**src/rtl/penalty_round_ctl.sv**
```systemverilog
// penalty_round_ctl: kick-by-kick match sequencer that judges goal/save and keeps score.
module penalty_round_ctl #(
  parameter int ROUNDS        = 5,
  parameter int MAX_ROUNDS    = 15,
  parameter int AIM_FRAMES    = 90,
  parameter int FLIGHT_FRAMES = 30,
  parameter int RESULT_FRAMES = 120,
  parameter int HIT_RADIUS    = 48
) (
  input  logic        clk,
  input  logic        rst,
  input  logic        frame_tick,
  input  logic        match_start,
  input  logic        shot_req,
  input  logic [11:0] shot_xpos,
  input  logic [11:0] shot_ypos,
  input  logic [11:0] gloves_xpos,
  input  logic [11:0] gloves_ypos,
  output logic [2:0]  phase,
  output logic        kicker,
  output logic [3:0]  round_idx,
  output logic [3:0]  player_score,
  output logic [3:0]  cpu_score,
  output logic        ball_launch,
  output logic        goal_flag,
  output logic        save_flag,
  output logic [11:0] target_x,
  output logic [11:0] target_y,
  output logic        match_over,
  output logic [1:0]  winner
);
  localparam int MAXF = (AIM_FRAMES > FLIGHT_FRAMES ? AIM_FRAMES : FLIGHT_FRAMES) > RESULT_FRAMES ?
                        (AIM_FRAMES > FLIGHT_FRAMES ? AIM_FRAMES : FLIGHT_FRAMES) : RESULT_FRAMES;
  localparam int CW = MAXF > 1 ? $clog2(MAXF) : 1;
  typedef enum logic [2:0] {IDLE = 3'd0, AIM = 3'd1, FLIGHT = 3'd2, JUDGE = 3'd3, RESULT = 3'd4, DONE = 3'd5} state_t;
  state_t state, state_n;
  logic [CW-1:0] cnt, cnt_n;
  logic kicker_n, launch_n, goal_n, save_n;
  logic [3:0] round_n, ps_n, cs_n, rnext;
  logic [11:0] tx_n, ty_n;
  logic [1:0] winner_n;
  logic signed [12:0] sx, sy;
  logic [12:0] dx, dy;
  logic hit;
  // Unsigned positions are zero-extended so the 13-bit difference never overflows.
  assign sx = $signed({1'b0, target_x}) - $signed({1'b0, gloves_xpos});
  assign sy = $signed({1'b0, target_y}) - $signed({1'b0, gloves_ypos});
  assign dx = sx[12] ? -sx : sx;
  assign dy = sy[12] ? -sy : sy;
  assign hit = dx <= 13'(HIT_RADIUS) && dy <= 13'(HIT_RADIUS);
  assign rnext = round_idx + 4'd1;
  assign phase = state;
  assign match_over = state == DONE;
  always_comb begin
    state_n = state;
    cnt_n = cnt;
    kicker_n = kicker;
    round_n = round_idx;
    ps_n = player_score;
    cs_n = cpu_score;
    tx_n = target_x;
    ty_n = target_y;
    winner_n = winner;
    goal_n = goal_flag;
    save_n = save_flag;
    launch_n = 1'b0;
    case (state)
      IDLE, DONE: if (match_start) begin
        state_n = AIM;
        cnt_n = '0;
        kicker_n = 1'b0;
        round_n = '0;
        ps_n = '0;
        cs_n = '0;
        winner_n = 2'b00;
        goal_n = 1'b0;
        save_n = 1'b0;
      end
      AIM: if (shot_req) begin
        tx_n = shot_xpos;
        ty_n = shot_ypos;
        launch_n = 1'b1;
        cnt_n = '0;
        state_n = FLIGHT;
      end else if (frame_tick) begin
        cnt_n = cnt == CW'(AIM_FRAMES - 1) ? '0 : cnt + CW'(1);
        save_n = cnt == CW'(AIM_FRAMES - 1);
        state_n = cnt == CW'(AIM_FRAMES - 1) ? RESULT : AIM;
      end
      FLIGHT: if (frame_tick) begin
        cnt_n = cnt == CW'(FLIGHT_FRAMES - 1) ? '0 : cnt + CW'(1);
        state_n = cnt == CW'(FLIGHT_FRAMES - 1) ? JUDGE : FLIGHT;
      end
      JUDGE: begin
        cnt_n = '0;
        state_n = RESULT;
        save_n = hit;
        goal_n = !hit;
        if (!hit && kicker) cs_n = cpu_score == 4'd15 ? cpu_score : cpu_score + 4'd1;
        if (!hit && !kicker) ps_n = player_score == 4'd15 ? player_score : player_score + 4'd1;
      end
      RESULT: if (frame_tick && cnt != CW'(RESULT_FRAMES - 1)) begin
        cnt_n = cnt + CW'(1);
      end else if (frame_tick) begin
        cnt_n = '0;
        goal_n = 1'b0;
        save_n = 1'b0;
        kicker_n = !kicker;
        state_n = AIM;
        // A round completes on the CPU kick; sudden death falls out of the unequal-score test.
        if (kicker && ((int'(rnext) >= ROUNDS && player_score != cpu_score) || int'(rnext) == MAX_ROUNDS)) begin
          state_n = DONE;
          winner_n = player_score > cpu_score ? 2'b01 : cpu_score > player_score ? 2'b10 : 2'b11;
        end else if (kicker) begin
          round_n = rnext;
        end
      end
      default: state_n = IDLE;
    endcase
  end
  always_ff @(posedge clk) begin
    if (rst) begin
      state <= IDLE;
      cnt <= '0;
      kicker <= 1'b0;
      round_idx <= '0;
      player_score <= '0;
      cpu_score <= '0;
      target_x <= '0;
      target_y <= '0;
      winner <= 2'b00;
      goal_flag <= 1'b0;
      save_flag <= 1'b0;
      ball_launch <= 1'b0;
    end else begin
      state <= state_n;
      cnt <= cnt_n;
      kicker <= kicker_n;
      round_idx <= round_n;
      player_score <= ps_n;
      cpu_score <= cs_n;
      target_x <= tx_n;
      target_y <= ty_n;
      winner <= winner_n;
      goal_flag <= goal_n;
      save_flag <= save_n;
      ball_launch <= launch_n;
    end
  end
endmodule

```
**config.mk**
```make
export PLATFORM = sky130hd
export DESIGN_NAME = penalty_round_ctl
export DESIGN_NICKNAME = d
export VERILOG_FILES = /design/src/rtl/penalty_round_ctl.sv
export SDC_FILE = /design/constraint.sdc
export NUM_CORES = 1
export LEC_CHECK = 0
export BUFFER_PORTS_ARGS = -buffer_cell sky130_fd_sc_hd__buf_2
export CAP_MARGIN = 0
export CORE_MARGIN = 5
export CORE_UTILIZATION = 50
export CTS_CLUSTER_DIAMETER = 100
export DETAILED_ROUTE_END_ITERATION = 8
export GPL_TIMING_DRIVEN = 0
export PLACE_DENSITY = 0.86
export SKIP_CTS_REPAIR_TIMING = 1
export SYNTH_ARGS = -nofsm -noshare
export SYNTH_HDL_FRONTEND = slang
export SYNTH_SLANG_ARGS = --single-unit
```
**constraint.sdc**
```tcl
create_clock -name clk -period 9.3 [get_ports clk]
set_input_delay 2.79 -clock clk [delete_from_list [all_inputs] [get_ports clk]]
set_output_delay 2.79 -clock clk [all_outputs]
set_load 0.1 [all_outputs]
```
==> out/summary.txt <==
Most used DFF post-synth: dfxtp_1
type of the worst setup path: input pin to flip-flop
initial antenna violation count: 0
largest net degree at the start of global routing: 18
placer congestion estimate: 0.944
vias in the first global route: 4,693
Top Ports: 99
Max Clk Rate: 160 MHz
mapped cell area: 0.00454 mm²
global-route wire length before repair: 21,000 µm
Pins Over Slew Limit: 0
final worst path period share: 67.3%
Min Clock Period, post-route: 6.26 ns
Syn. warnings: 0
site row count: 34
DRC errors left: 0
worst-path fanout max: 6
initial cell density of the core: 51.6%
status: finished clean
CTS sink count: 52
Max clock buf depth: 2
Worst-Margin Slew: 0.629 ns
Worst Hold Class: flip-flop to flip-flop
Critical Path End Type: flip-flop
Post-synth EDFFs: 0
Antenna Nets Post-Route: 0
Root Buffer: clkbuf_8
fin nets: 819
sequential area share after synthesis: 22.9%
Post-Syn Instances: 625
Pwr per Cell Area: 140 mW/mm²
mean post-synth cell area: 7.27 µm²
Clock Latency Late Sink: 0.31 ns
Die Wd: 105 µm
Post-Route Utilization: 59.8%
final wirelength: 12,700 µm
CORE AREA: 0.00881 mm²
startpoint types: input pin
Clk pin slew, worst setup/hold paths: 0.11 ns
Post-DP HPWL: 9920 µm
synthesized netlist net count: 715
H-tree Lvls: 2
WL/cell: 15.2 µm
#FFs+latches synth: 52
Die H: 105 µm
Fill cells: 799
area grow syn2layout: 15.9%
final instance area: 0.00526 mm²
Clock Skews: 0.0132 ns
layout cells sized above 1: 17.8%
CTS buffer count: 5
ys async rst share: 0%
die area: 0.0111 mm²
total number of vias: 4,953
worst vdd ir: 0.0829 mV
Finish-stage setup viols: 0
Final Hold Viols: 0
Leak: 2.35 nW
DR pass1 iterations: 5
Crit path required time: 9.55 ns
RSZ-0062 raised after global routing: false
grt total ovfl: 0
port bufs: 97
diodes inserted: 0
Synth cell types: 77
initial drt markers: 337
GR Util All Layers: 21.9%
Setup TNS: 0 ns
placed instance area: 0.00516 mm²
DR vias/cell: 5.91
relative slew slack: 57.8%
WP data arrival: 6.51 ns
TritonCTS clock tree: yes
Hold WS: 0.481 ns
number of max-cap violations: 0
[cells in the final DEF, fill, tap and decap left out, types with 7 or more instances in the layout]
cell,n
xnor2_1,13
nor2b_1,8
a21o_1,10
nand2_1,86
inv_1,43
dfxtp_1,52
o21ai_0,29
buf_2,101
nand2b_1,10
nor4_1,7
nand3_1,18
xor2_1,7
nand3b_1,7
ha_1,35
nor3_1,17
clkbuf_1,21
a21oi_1,67
nor2_1,50
mux2i_1,8
a31oi_1,9
[final timing paths]
path | from | endpoint | slack, ns | cells after the start
setup / recovery | gloves_ypos[0] | cpu_score[2]$_SDFFE_PP0P_ | 3.04 | 14
hold / removal | target_y[6]$_SDFFE_PP0P_ | target_y[6]$_SDFFE_PP0P_ | 0.48 | 2
setup reg to reg | target_y[0]$_SDFFE_PP0P_ | cpu_score[2]$_SDFFE_PP0P_ | 5.23 | 14
hold reg to reg | target_y[6]$_SDFFE_PP0P_ | target_y[6]$_SDFFE_PP0P_ | 0.48 | 2
[per-stage QoR]
step / setup slack [ns] / total power [mW] / std cells
finish: 3.04 / 0.736 / 838
global route: 2.70 / 0.776 / 838
CTS: 3.11 / 0.734 / 838
detailed placement: 2.79 / 0.588 / 830
global placement: 2.88 / 0.577 / 830
floorplan: 3.40 / 0.517 / 625
[cells in the mapped netlist (4+ instances only)]
master / number / area share (%)
nor3_1: 17 / 1.9
o21ai_0: 29 / 3.2
ha_1: 35 / 9.6
nor2b_1: 8 / 1.1
nand2b_1: 10 / 1.4
inv_1: 43 / 3.6
dfxtp_1: 52 / 23
a31oi_1: 9 / 1.2
a311oi_1: 4 / 0.77
nand4b_1: 4 / 0.77
xor2_1: 7 / 1.3
nand3_1: 18 / 2.0
nor2_1: 50 / 4.1
or3_1: 4 / 0.55
o21a_1: 5 / 0.83
a21oi_1: 67 / 7.4
a22oi_1: 5 / 0.83
nor3b_1: 5 / 0.83
buf_2: 4 / 0.44
mux2i_1: 8 / 1.8
a211oi_1: 6 / 0.99
and3_1: 6 / 0.83
nand2_1: 86 / 7.1
and2_1: 5 / 0.69
xnor2_1: 13 / 2.5
nand3b_1: 7 / 1.2
nand4_1: 6 / 0.83
nor4_1: 7 / 0.96
a21o_1: 10 / 1.7
o211ai_1: 6 / 0.99
clkbuf_1: 21 / 1.7
[critical path, stage by stage]
cell,delay (ns)
buf_2,0.10
ha_1,0.22
fa_1,0.42
nand2b_1,0.19
a211oi_1,0.54
o211ai_1,0.29
o21ai_1,0.45
or3_1,0.19
a21boi_0,0.07
a2111oi_0,0.30
and4_1,0.39
a31oi_1,0.21
a21bo_1,0.23
a21oi_1,0.11
[layer usage]
metal,vias up,GRT usage (%),wire (µm)
li1,2457,-,-
met1,2276,26.1,5250
met2,192,40.3,6510
met3,28,3.06,713
met4,0,6.65,259
met5,-,0,0
[kinds of logic after synthesis]
family / count (synthesis) / synth area share, %
AOI/OAI and AO/OA: 185 / 27.0
adders and majority gates: 37 / 10.5
muxes: 8 / 1.76
buffers and inverters: 70 / 6.14
DFF: 52 / 22.9
xor gates and xnor gates: 20 / 3.86
and+or+nand+nor: 253 / 27.8
[report_power, final]
group          internal, mW  switching [mW]  leakage [nW]  total [mW]
Sequential            0.234          0.0114         0.421       0.246
Combinational         0.105           0.238          1.87       0.343
Clock                0.0626          0.0840        0.0522       0.147
Total                 0.402           0.334          2.35       0.736
[area by class of cell]
type / count / area, µm² / area share [%]
inverter: 43 / 161 / 3.07
buffer: 27 / 118 / 2.23
sequential: 52 / 1040 / 19.8
tap: 108 / 135 / 2.57
clock inverter: 2 / 17.5 / 0.333
multi-input combinational: 503 / 3220 / 61.2
clock buffer: 6 / 82.6 / 1.57
timing repair buffer: 97 / 485 / 9.22
[flip-flops by register name, indices dropped and copies added, names as in the netlist, 2 cells and up]
| signal | cells |
|---|---|
| winner | 2 |
| round_idx | 4 |
| target_y | 12 |
| player_score | 4 |
| phase | 3 |
| cpu_score | 4 |
| cnt | 7 |
| target_x | 12 |
No activity file was read; power rests on OpenSTA's default activity.
